### src/rtl/wb_port_arbiter.sv
// Register-file write-port arbiter: MEM/WB pipeline has priority, side-unit results queue in a FIFO.
// Optional build macro WB_ARB_PERF_EN adds the OConflictCnt performance counter output.
module wb_port_arbiter #(
  parameter int DEPTH        = 2,
  parameter int STARVE_LIMIT = 4
) (
  input  logic        Clk,
  input  logic        Rst_n,
  input  logic [1:0]  IWB,
  input  logic [63:0] IDataMemory,
  input  logic [63:0] IAlu,
  input  logic [4:0]  IInstruction,
  input  logic        ISideValid,
  input  logic [63:0] ISideData,
  input  logic [4:0]  ISideRd,
  output logic        OSideReady,
  output logic        ORegWrite,
  output logic [4:0]  ORegAddr,
  output logic [63:0] ORegData,
  output logic        OStall
`ifdef WB_ARB_PERF_EN
  ,
  output logic [15:0] OConflictCnt
`endif
);

  localparam int PTR_W = $clog2(DEPTH);
  localparam int CNT_W = PTR_W + 1;
  localparam int STV_W = $clog2(STARVE_LIMIT + 1);
  localparam logic [CNT_W-1:0] FULL_CNT = CNT_W'(DEPTH);
  localparam logic [STV_W-1:0] STV_MAX  = STV_W'(STARVE_LIMIT);

  typedef enum logic [1:0] {IDLE, WAIT, STALL, GRANT} state_t;

  state_t             state_q;
  logic [CNT_W-1:0]   count_q, count_d;
  logic [PTR_W-1:0]   wr_ptr_q, rd_ptr_q;
  logic [STV_W-1:0]   starve_q, starve_d;
  logic [68:0]        fifo_mem [DEPTH];
  logic               we_q;
  logic [4:0]         addr_q;
  logic [63:0]        data_q;
  logic               stall_q;

  logic               pipe_req, fifo_empty, push, pop;
  logic [63:0]        pipe_data;
  logic [68:0]        head;

  assign pipe_req   = IWB[1];
  assign pipe_data  = IWB[0] ? IDataMemory : IAlu;
  assign fifo_empty = (count_q == '0);
  // Ready follows the stored count only, so a same-cycle pop never reopens it early.
  assign OSideReady = Rst_n && (count_q != FULL_CNT);
  assign push       = ISideValid && OSideReady;
  assign pop        = !pipe_req && !fifo_empty;
  assign head       = fifo_mem[rd_ptr_q];

  always_comb begin
    count_d = count_q;
    if (push && !pop) begin
      count_d = count_q + 1'b1;
    end else if (pop && !push) begin
      count_d = count_q - 1'b1;
    end
    starve_d = starve_q;
    if (pop) begin
      starve_d = '0;
    end else if (pipe_req && !fifo_empty && (starve_q != STV_MAX)) begin
      starve_d = starve_q + 1'b1;
    end
  end

  always_ff @(posedge Clk) begin
    if (push) begin
      fifo_mem[wr_ptr_q] <= {ISideRd, ISideData};
    end
  end

  always_ff @(posedge Clk or negedge Rst_n) begin
    if (!Rst_n) begin
      state_q  <= IDLE;
      count_q  <= '0;
      wr_ptr_q <= '0;
      rd_ptr_q <= '0;
      starve_q <= '0;
      we_q     <= 1'b0;
      addr_q   <= '0;
      data_q   <= '0;
      stall_q  <= 1'b0;
    end else begin
      count_q  <= count_d;
      starve_q <= starve_d;
      stall_q  <= 1'b0;
      if (push) wr_ptr_q <= wr_ptr_q + 1'b1;
      if (pop)  rd_ptr_q <= rd_ptr_q + 1'b1;

      // Address 0 is never written, but the winner is still consumed.
      if (pipe_req) begin
        we_q   <= (IInstruction != 5'd0);
        addr_q <= IInstruction;
        data_q <= pipe_data;
      end else if (pop) begin
        we_q   <= (head[68:64] != 5'd0);
        addr_q <= head[68:64];
        data_q <= head[63:0];
      end else begin
        we_q   <= 1'b0;
        addr_q <= '0;
        data_q <= '0;
      end

      case (state_q)
        IDLE: begin
          if (count_d != '0) state_q <= WAIT;
        end
        WAIT: begin
          if (pipe_req && (starve_d == STV_MAX)) begin
            state_q <= STALL;
            stall_q <= 1'b1;
          end else if (count_d == '0) begin
            state_q <= IDLE;
          end
        end
        STALL: begin
          state_q <= GRANT;
        end
        GRANT: begin
          if (!fifo_empty && pipe_req) begin
            state_q <= STALL;
            stall_q <= 1'b1;
          end else begin
            state_q <= (count_d != '0) ? WAIT : IDLE;
          end
        end
        default: state_q <= IDLE;
      endcase
    end
  end

`ifdef WB_ARB_PERF_EN
  logic [15:0] conflict_q;

  always_ff @(posedge Clk or negedge Rst_n) begin
    if (!Rst_n) begin
      conflict_q <= '0;
    end else if (pipe_req && !fifo_empty && (conflict_q != 16'hFFFF)) begin
      conflict_q <= conflict_q + 1'b1;
    end
  end

  assign OConflictCnt = conflict_q;
`endif

  assign ORegWrite = we_q;
  assign ORegAddr  = addr_q;
  assign ORegData  = data_q;
  assign OStall    = stall_q;

endmodule

### config.mk
export PLATFORM = sky130hd
export DESIGN_NAME = wb_port_arbiter
export DESIGN_NICKNAME = d
export VERILOG_FILES = /design/src/rtl/wb_port_arbiter.sv
export SDC_FILE = /design/constraint.sdc
export NUM_CORES = 1
export LEC_CHECK = 0
export ABC_AREA = 0
export CORE_MARGIN = 4
export CORE_UTILIZATION = 42
export CTS_CLUSTER_DIAMETER = 30
export DETAILED_ROUTE_END_ITERATION = 8
export GPL_TIMING_DRIVEN = 0
export PLACE_DENSITY = 0.76
export SLEW_MARGIN = 20
export SYNTH_ARGS = -nofsm -noshare
export SYNTH_HDL_FRONTEND = slang
export SYNTH_SLANG_ARGS = --single-unit
### constraint.sdc
create_clock -name Clk -period 4.21 [get_ports Clk]
set_input_delay 1.263 -clock Clk [delete_from_list [all_inputs] [get_ports Clk]]
set_output_delay 1.263 -clock Clk [all_outputs]
set_load 0.01 [all_outputs]
======== Word-level counts from Yosys, hierarchy flattened ========
Memories as Yosys holds them, arrays and structs flattened.
Index checks and enable logic that the tools add are counted.
word-level totals
  register bits ........................... 80
  RAM bits ................................ 138
  input port bits ......................... 207
  output and inout port bits .............. 72
  memories kept ........................... 1
cells by class
  add/subtract/negate cells ............... 5
  equality and inequality tests ........... 8
  mux-type cells .......................... 22
  reduce and logical (&&, ||, !) cells .... 19
memory list
  name      depth  bits a word  read ports  clocked after memory_dff  write ports  RTL line  source
  fifo_mem  2      69           1           0                         1            39        logic [68:0] fifo_mem [DEPTH];
operators by type and width
  kind                   count
  $mux W64               3
  $mux W2                6
  $mux W5                2
  $reduce_bool A5 Y1     2
  $logic_and A1 B1 Y1    8
  $pmux W2 S4            1
  $mux W1                7
  $logic_not A2 Y1       3
  $mux W3                2
  $ne A3 B3 Y1 const B   2
  $eq A2 B2 Y1 const B   2
  $logic_not A1 Y1       4
  $ne A2 B2 Y1 const B   2
  $add A3 B1 Y3 const B  1
  $eq A3 B3 Y1 const B   1
  $add A1 B1 Y1 const B  2
  $add A2 B1 Y2 const B  1
  $eq A2 B1 Y1 const B   1
  $pmux W1 S2            1
  $reduce_and A2 Y1      1
  $reduce_bool A2 Y1     1
  $sub A2 B1 Y2 const B  1

======== Longest topological paths before layout ========
Gate-level depths: netlist (run 1).
  depth in word-level cells ............... 11
  mapped depth ............................ 8
  depth with buffers taken out ............ 6

======== Least setup slack after synthesis (run 1) ========
No wires, ideal clock.
  path type ............................... input-to-reg
  start ................................... input ISideValid
  end ..................................... memory fifo_mem[0][0] (enable)
  library setup time ...................... 0.497 ns
  arrival time ............................ 4.298 ns
  required time ........................... 3.713 ns
  setup slack ............................. -0.585 ns
  stages .................................. 2
  buffers on the path ..................... 0
  cell sequence ........................... nand3b_1 nor2_1
on the way
  cells in the longest elaborated chain, start to end .. 3
ends and longest elaborated chain
  what                           RTL line  source
  start: declaration             13        input logic ISideValid,
  $logic_and A1 B1 Y1            54        assign push = ISideValid && OSideReady;
  $mux W1                        74        if (push) begin
  $mux W1 (implied by the code)  75        fifo_mem[wr_ptr_q] <= {ISideRd, ISideData};
  end: declaration               39
No other way between the ends.

======== Worst setup path in the final report (run 1) ========
  start ................................... input Rst_n
  end ..................................... output OSideReady
on the way
  cells in the longest elaborated chain, start to end .. 1
ends and longest elaborated chain
  what                 RTL line  source
  start: declaration   8         input logic Rst_n,
  $logic_and A1 B1 Y1  53        assign OSideReady = Rst_n && (count_q != FULL_CNT);
  end: declaration     16        output logic OSideReady,
No other way between the ends.

==> reports/summary.txt, run 1 <==
CTS root buf -> clkbuf_16
largest net degree at the start of global routing -> 55
Slew Limit Fails -> 0
Area contributors post-synth -> edfxtp_1, dfrtp_1, mux2_2, mux2i_1, o21ai_0
vias in the first global route -> 6474
placer's final routability congestion estimate -> 0.779
area leader, netlist -> edfxtp_1
Layout fillers -> 1485
Synth top cells by count -> edfxtp_1, dfrtp_1, o21ai_0
Final Hold Fails -> 0
Clk Latency, worst-skew pair -> 0.52 ns
die height -> 152 um
Crit path required time -> 2.95 ns
Worst Hold Class -> reg -> reg
Multi-input gate area -> 2460 um2
# diodes -> 0
DRT antenna net count -> 0
final worst slack -> 0.219 ns
dpl hpwl -> 15500 um
count of cell types in the netlist -> 37
Crit-path slowest cell -> clkdlybuf4s50_1
ys flop type -> edfxtp_1
Power Density -> 609 nW/um2
CP cell instances -> buf_4 -> buf_16 -> nor2b_1 -> clkdlybuf4s50_1
Design Power -> 8.26 mW
worst path arrival time -> 2.73 ns
wire per inst -> 18.1 um
fin crit period -> 3.99 ns
Register Area -> 6150 um2
Setup Skew -> 0.0188 ns
Slew headroom -> 33.5%
f_max -> 251 MHz
Chip Width -> 152 um
final setup fails -> 0
cells after synthesis -> 590
Lkg Pwr -> 5.28 nW
#FFs+latches synth -> 218
share of synthesized registers carrying an async set or reset -> 36.7%
syn nets -> 801
Worst Setup End Kind -> output pin
Setup TNS Final -> 0 ns
initial antenna violation count -> 1
clk buf depth -> 3
final wirelength -> 22000 um
Mean Syn Cell Area -> 14.9 um2
Post-synth EDFFs -> 138
Synth top area share -> 47.3%
nets -> 1127
final period utilization -> 94.8%
hold_buf cts -> 0
clock sink count -> 218
CTS tree -> yes
FF-to-FF setup slack -> 1.85 ns
htree depth -> 2
Ports -> 279
setup bufs post-CTS -> 0
final instance area -> 13600 um2
total number of vias -> 6039
share of layout cells above drive strength 1 -> 17.5%
post-place setup slack -> 0.158 ns
Seq/Total Area, Yosys -> 70.1%
Residual DRC -> 0
CP Max Fanout -> 54
drt pass-1 iters -> 6
Least-Margin Pin Slew -> 0.997 ns
initial core utilization -> 43.0%
first-pass GRT wire length -> 34100 um
area grow syn2layout -> 54.7%
CP Launch Type -> input port
class of the most critical setup path -> in -> out
Max rail drop VDD -> 0.407 mV
Port Buffer Count -> 276
DR iter-0 viols -> 193
synthesized cell area -> 8760 um2
status -> complete, no violations
num rows -> 52
GRT overflow -> 0
Slowest Stage Delay on Critical Path -> 0.58 ns
Num CTS Buffers -> 43
RSZ-0062 raised after global routing -> no
CORE AREA -> 20400 um2
synth warn -> 0
post_cts resized -> 0
max cap viols -> 0
Area after DPL -> 12000 um2
most common cell in the synthesized netlist -> edfxtp_1
vias per cell -> 4.95
Worst-path clk slew -> 0.05 ns
GRT Total Usage -> 18.5%
DIE AREA -> 23200 um2
-- report_power, final --
part / switching, mW / internal, mW / total, mW
clock network: 1.08 / 2.53 / 3.62
logic: 0.898 / 0.938 / 1.84
registers: 0.120 / 2.69 / 2.81
total: 2.10 / 6.16 / 8.26
-- final cells by class --
| class | instances | area share [%] |
|---|---|---|
| Sequential cell | 218 | 45.3 |
| Clock buffer | 53 | 8.67 |
| Buffer | 34 | 1.10 |
| Clock inverter | 27 | 2.94 |
| Timing Repair Buffer | 281 | 21.2 |
| Inverter | 6 | 0.166 |
| Multi-Input combinational cell | 332 | 18.2 |
| Tap cell | 270 | 2.49 |
-- kinds of logic after synthesis --
group | after synthesis | share of synthesized area (%)
flops | 218 | 70.1
compound gates | 91 | 5.75
xor+xnor | 4 | 0.400
fa+ha+maj | 4 | 0.571
buf+inv | 40 | 1.96
mux | 134 | 16.3
simple gates | 99 | 4.91
-- routing by layer --
metal / global-route usage, % / part of all wire (%)
met3: 6.70 / 8.2
met5: 0 / 0.091
met1: 21.0 / 38
met4: 6.92 / 3.3
met2: 32.1 / 50
-- sequential cells by signal, indices dropped and copies added (netlist names) --
signal / count
fifo_mem: 138
count_q: 2
starve_q: 3
OStall: 1
ORegData: 64
ORegWrite: 1
rd_ptr_q: 1
state_q: 2
ORegAddr: 5
wr_ptr_q: 1
-- worst paths after layout --
path | from | to | cells past startpoint
min | fifo_mem[0][39]$_DFFE_PP_ | ORegData[39]$_DFF_PN0_ | 2
max in group asynchronous | Rst_n | ORegData[2]$_DFF_PN0_ | 2
max reg2reg | count_q[0]$_DFF_PN0_ | fifo_mem[0][13]$_DFFE_PP_ | 5
min in group asynchronous | Rst_n | ORegData[38]$_DFF_PN0_ | 1
max | Rst_n | OSideReady | 4
min reg2reg | fifo_mem[0][39]$_DFFE_PP_ | ORegData[39]$_DFF_PN0_ | 2
-- cells in the final DEF, fill, tap and decap left out, types with 5 or more instances in the layout --
cell	count
buf_1	6
buf_2	17
bufinv_16	9
clkbuf_1	16
clkbuf_16	44
clkdlybuf4s50_1	275
clkinvlp_4	5
dfrtp_1	80
edfxtp_1	138
inv_1	6
mux2_2	64
mux2i_1	69
nand2_1	73
o21ai_0	74
-- per-stage QoR --
stage | std cells | utilization, % | hold slack [ns]
after floorplan | 590 | - | 0.505
after global routing | 1221 | 66.6 | 0.563
final | 1221 | 66.6 | 0.528
after CTS | 1221 | 66.6 | 0.534
after global placement | 1136 | 58.3 | 0.511
after detailed placement | 1141 | 58.8 | 0.525
-- worst max-delay path, delay by kind of cell --
kind	cells	cell delay, ns
buffers and inverters	3	1.27
and+or+nand+nor	1	0.17
Note: power is estimated with default switching activity, not from simulation.
==> run 2, diff against run 1 <==
==> constraint.sdc (replaced) <==
create_clock -name Clk -period 4.21 [get_ports Clk]
set_input_delay 1.263 -clock Clk [delete_from_list [all_inputs] [get_ports Clk]]
set_output_delay 1.263 -clock Clk [all_outputs]
set_load 0.05 [all_outputs]
==> run 2 against run 1 <==
  * Wire length is essentially flat
  * Cell area is essentially flat
  * Worst hold slack is the same
  * Critical endpoint unchanged
  * Via count is the same
  * Critical path type unchanged
  * Largest cell class unchanged
  * Highest routed layer unchanged
==> reports/summary.txt, run 2 (synthesis results as in run 1) <==
Lkg Pwr -> 5.28 nW (about the same)
share of layout cells above drive strength 1 -> 17.5% (unchanged)
Ports -> 279 (unchanged)
Layout Cells excl Fill -> 1221 (unchanged)
CP Max Fanout -> 54 (unchanged)
class of the most critical setup path -> in -> out
htree depth -> 2 (unchanged)
most frequent cells in the layout -> clkdlybuf4s50_1, edfxtp_1, dfrtp_1, o21ai_0, nand2_1
CTS root buf -> clkbuf_16
clock sink count -> 218 (unchanged)
hold_buf cts -> 0 (unchanged)
Max rail drop VDD -> 0.416 mV (+2.0%)
GRT overflow -> 0 (unchanged)
largest net degree at the start of global routing -> 55 (unchanged)
Slew headroom -> 33.5% (unchanged)
wire per inst -> 18.1 um (about the same)
Least-Margin Pin Slew -> 0.997 ns (unchanged)
HP Start -> fifo_mem[0][39]$_DFFE_PP_
f_max -> 252 MHz (+0.39%)
Crit path required time -> 2.95 ns (about the same)
worst path arrival time -> 2.71 ns (-0.02 ns)
max reg flops -> 138 (unchanged)
clk buf depth -> 3 (unchanged)
CTS tree -> yes
area grow syn2layout -> 54.7% (about the same)
Port Buffer Count -> 276 (unchanged)
Worst-path clk slew -> 0.05 ns (about the same)
FF-to-FF setup slack -> 1.85 ns (about the same)
Critical R2R Launch -> count_q[0]$_DFF_PN0_
initial core utilization -> 43.0% (unchanged)
total number of vias -> 6039 (unchanged)
placed cell count -> 1141 (unchanged)
most common cell after layout, fill and taps aside -> clkdlybuf4s50_1
final period utilization -> 94.4% (-0.37 points)
hold slack final -> 0.528 ns (unchanged)
RSZ-0062 raised after global routing -> no
hold-critical path depth -> 2 (unchanged)
final wirelength -> 22000 um (about the same)
DIE AREA -> 23200 um2 (unchanged)
Clk Latency, worst-skew pair -> 0.52 ns (about the same)
initial antenna violation count -> 1 (unchanged)
die height -> 152 um (unchanged)
Residual DRC -> 0 (unchanged)
placer's final routability congestion estimate -> 0.779 (unchanged)
nets -> 1127 (unchanged)
first-pass GRT wire length -> 34100 um (unchanged)
status -> complete, no violations
Setup Skew -> 0.0188 ns (unchanged)
Final Hold Fails -> 0 (unchanged)
Area after DPL -> 12000 um2 (unchanged)
final setup fails -> 0 (unchanged)
Chip Width -> 152 um (unchanged)
fin crit period -> 3.98 ns (-0.0155 ns)
dpl hpwl -> 15500 um (unchanged)
reg2reg path depth -> 5 (unchanged)
Power Density -> 650 nW/um2 (+6.7%)
num rows -> 52 (unchanged)
Layout fillers -> 1486 (+0.067%)
DRT antenna net count -> 0 (unchanged)
worst r2r dst -> fifo_mem[0][13]$_DFFE_PP_
DR iter-0 viols -> 193 (unchanged)
Worst Setup End Kind -> output pin
Design Power -> 8.82 mW (+6.7%)
Num CTS Buffers -> 43 (unchanged)
CORE AREA -> 20400 um2 (unchanged)
max cap viols -> 0 (unchanged)
most flop-heavy register -> fifo_mem
CP Launch Type -> input port
Worst Setup SP -> Rst_n
drt pass-1 iters -> 6 (unchanged)
GRT Total Usage -> 18.5% (unchanged)
final instance area -> 13600 um2 (about the same)
Slew Limit Fails -> 0 (unchanged)
Worst Hold Class -> reg -> reg
vias per cell -> 4.95 (unchanged)
# diodes -> 0 (unchanged)
Worst Hold Path EP -> ORegData[39]$_DFF_PN0_
vias in the first global route -> 6474 (unchanged)
-- run 2: cell count changes in the layout (fill, tap and decap cells not counted), sizes merged --
cell,change
dlygate4sd2,+1
clkdlybuf4s50,-1
-- run 2: area by class of cell --
class,count,area [um2],area share [%]
Buffer,34,149,1.10
Tap cell,270,338,2.49
Clock buffer,53,1170,8.67
Inverter,6,22.5,0.166
Sequential cell,218,6150,45.3
Clock inverter,27,399,2.94
Timing Repair Buffer,281,2870,21.1
Multi-Input combinational cell,332,2460,18.2
-- run 2: how the worst max path moves through the flow --
stage | to | cells after the start
floorplan | fifo_mem[0][0]$_DFFE_PP_ | 2
global placement | fifo_mem[0][0]$_DFFE_PP_ | 3
detailed placement | OSideReady | 4
CTS | OSideReady | 4
global route | OSideReady | 4
finish | OSideReady | 4
-- run 2: power by group --
part	internal [mW]	switching (mW)
registers	2.69	0.120
logic	0.933	1.46
clock network	2.53	1.08
-- run 2: layer usage --
metal  vias up  wire length (um)  track usage [%]
li1       2842                 -                -
met1      2915              8430             21.0
met2       224             11100             32.1
met3        56              1800             6.70
met4         2               728             6.92
met5         -                20                0
-- run 2: stage by stage --
step	utilization, %	setup slack [ns]	TNS, ns
global route	66.6	0.0527	0
global placement	58.3	-6.53	-1018.69
finish	66.6	0.234	0
CTS	66.6	0.168	0
detailed placement	58.8	-0.108	-0.108
floorplan	-	-0.585	-80.73
-- run 2: what timing repair did --
action / CTS / global route
endpoints found under the hold margin: 0 / 0
setup buffers: 0 / 0
resized for setup: 1 / 0
setup endpoints to repair: 1 / 0
-- run 2: critical path, cell delays in order --
cell and delay (ns):
buf_4 0.37, buf_16 0.32, nor2b_1 0.16, dlygate4sd2_1 0.56
==> run 3, diff against run 2 <==
--- a/config.mk
+++ b/config.mk
@@ -6,6 +6,7 @@
 export NUM_CORES = 1
 export LEC_CHECK = 0
 export ABC_AREA = 0
+export ABC_CLOCK_PERIOD_IN_PS = 4210
 export CORE_MARGIN = 4
 export CORE_UTILIZATION = 42
 export CTS_CLUSTER_DIAMETER = 30
==> results of run 3 <==
Final layout, timing and power as in run 2 (identical DEF).
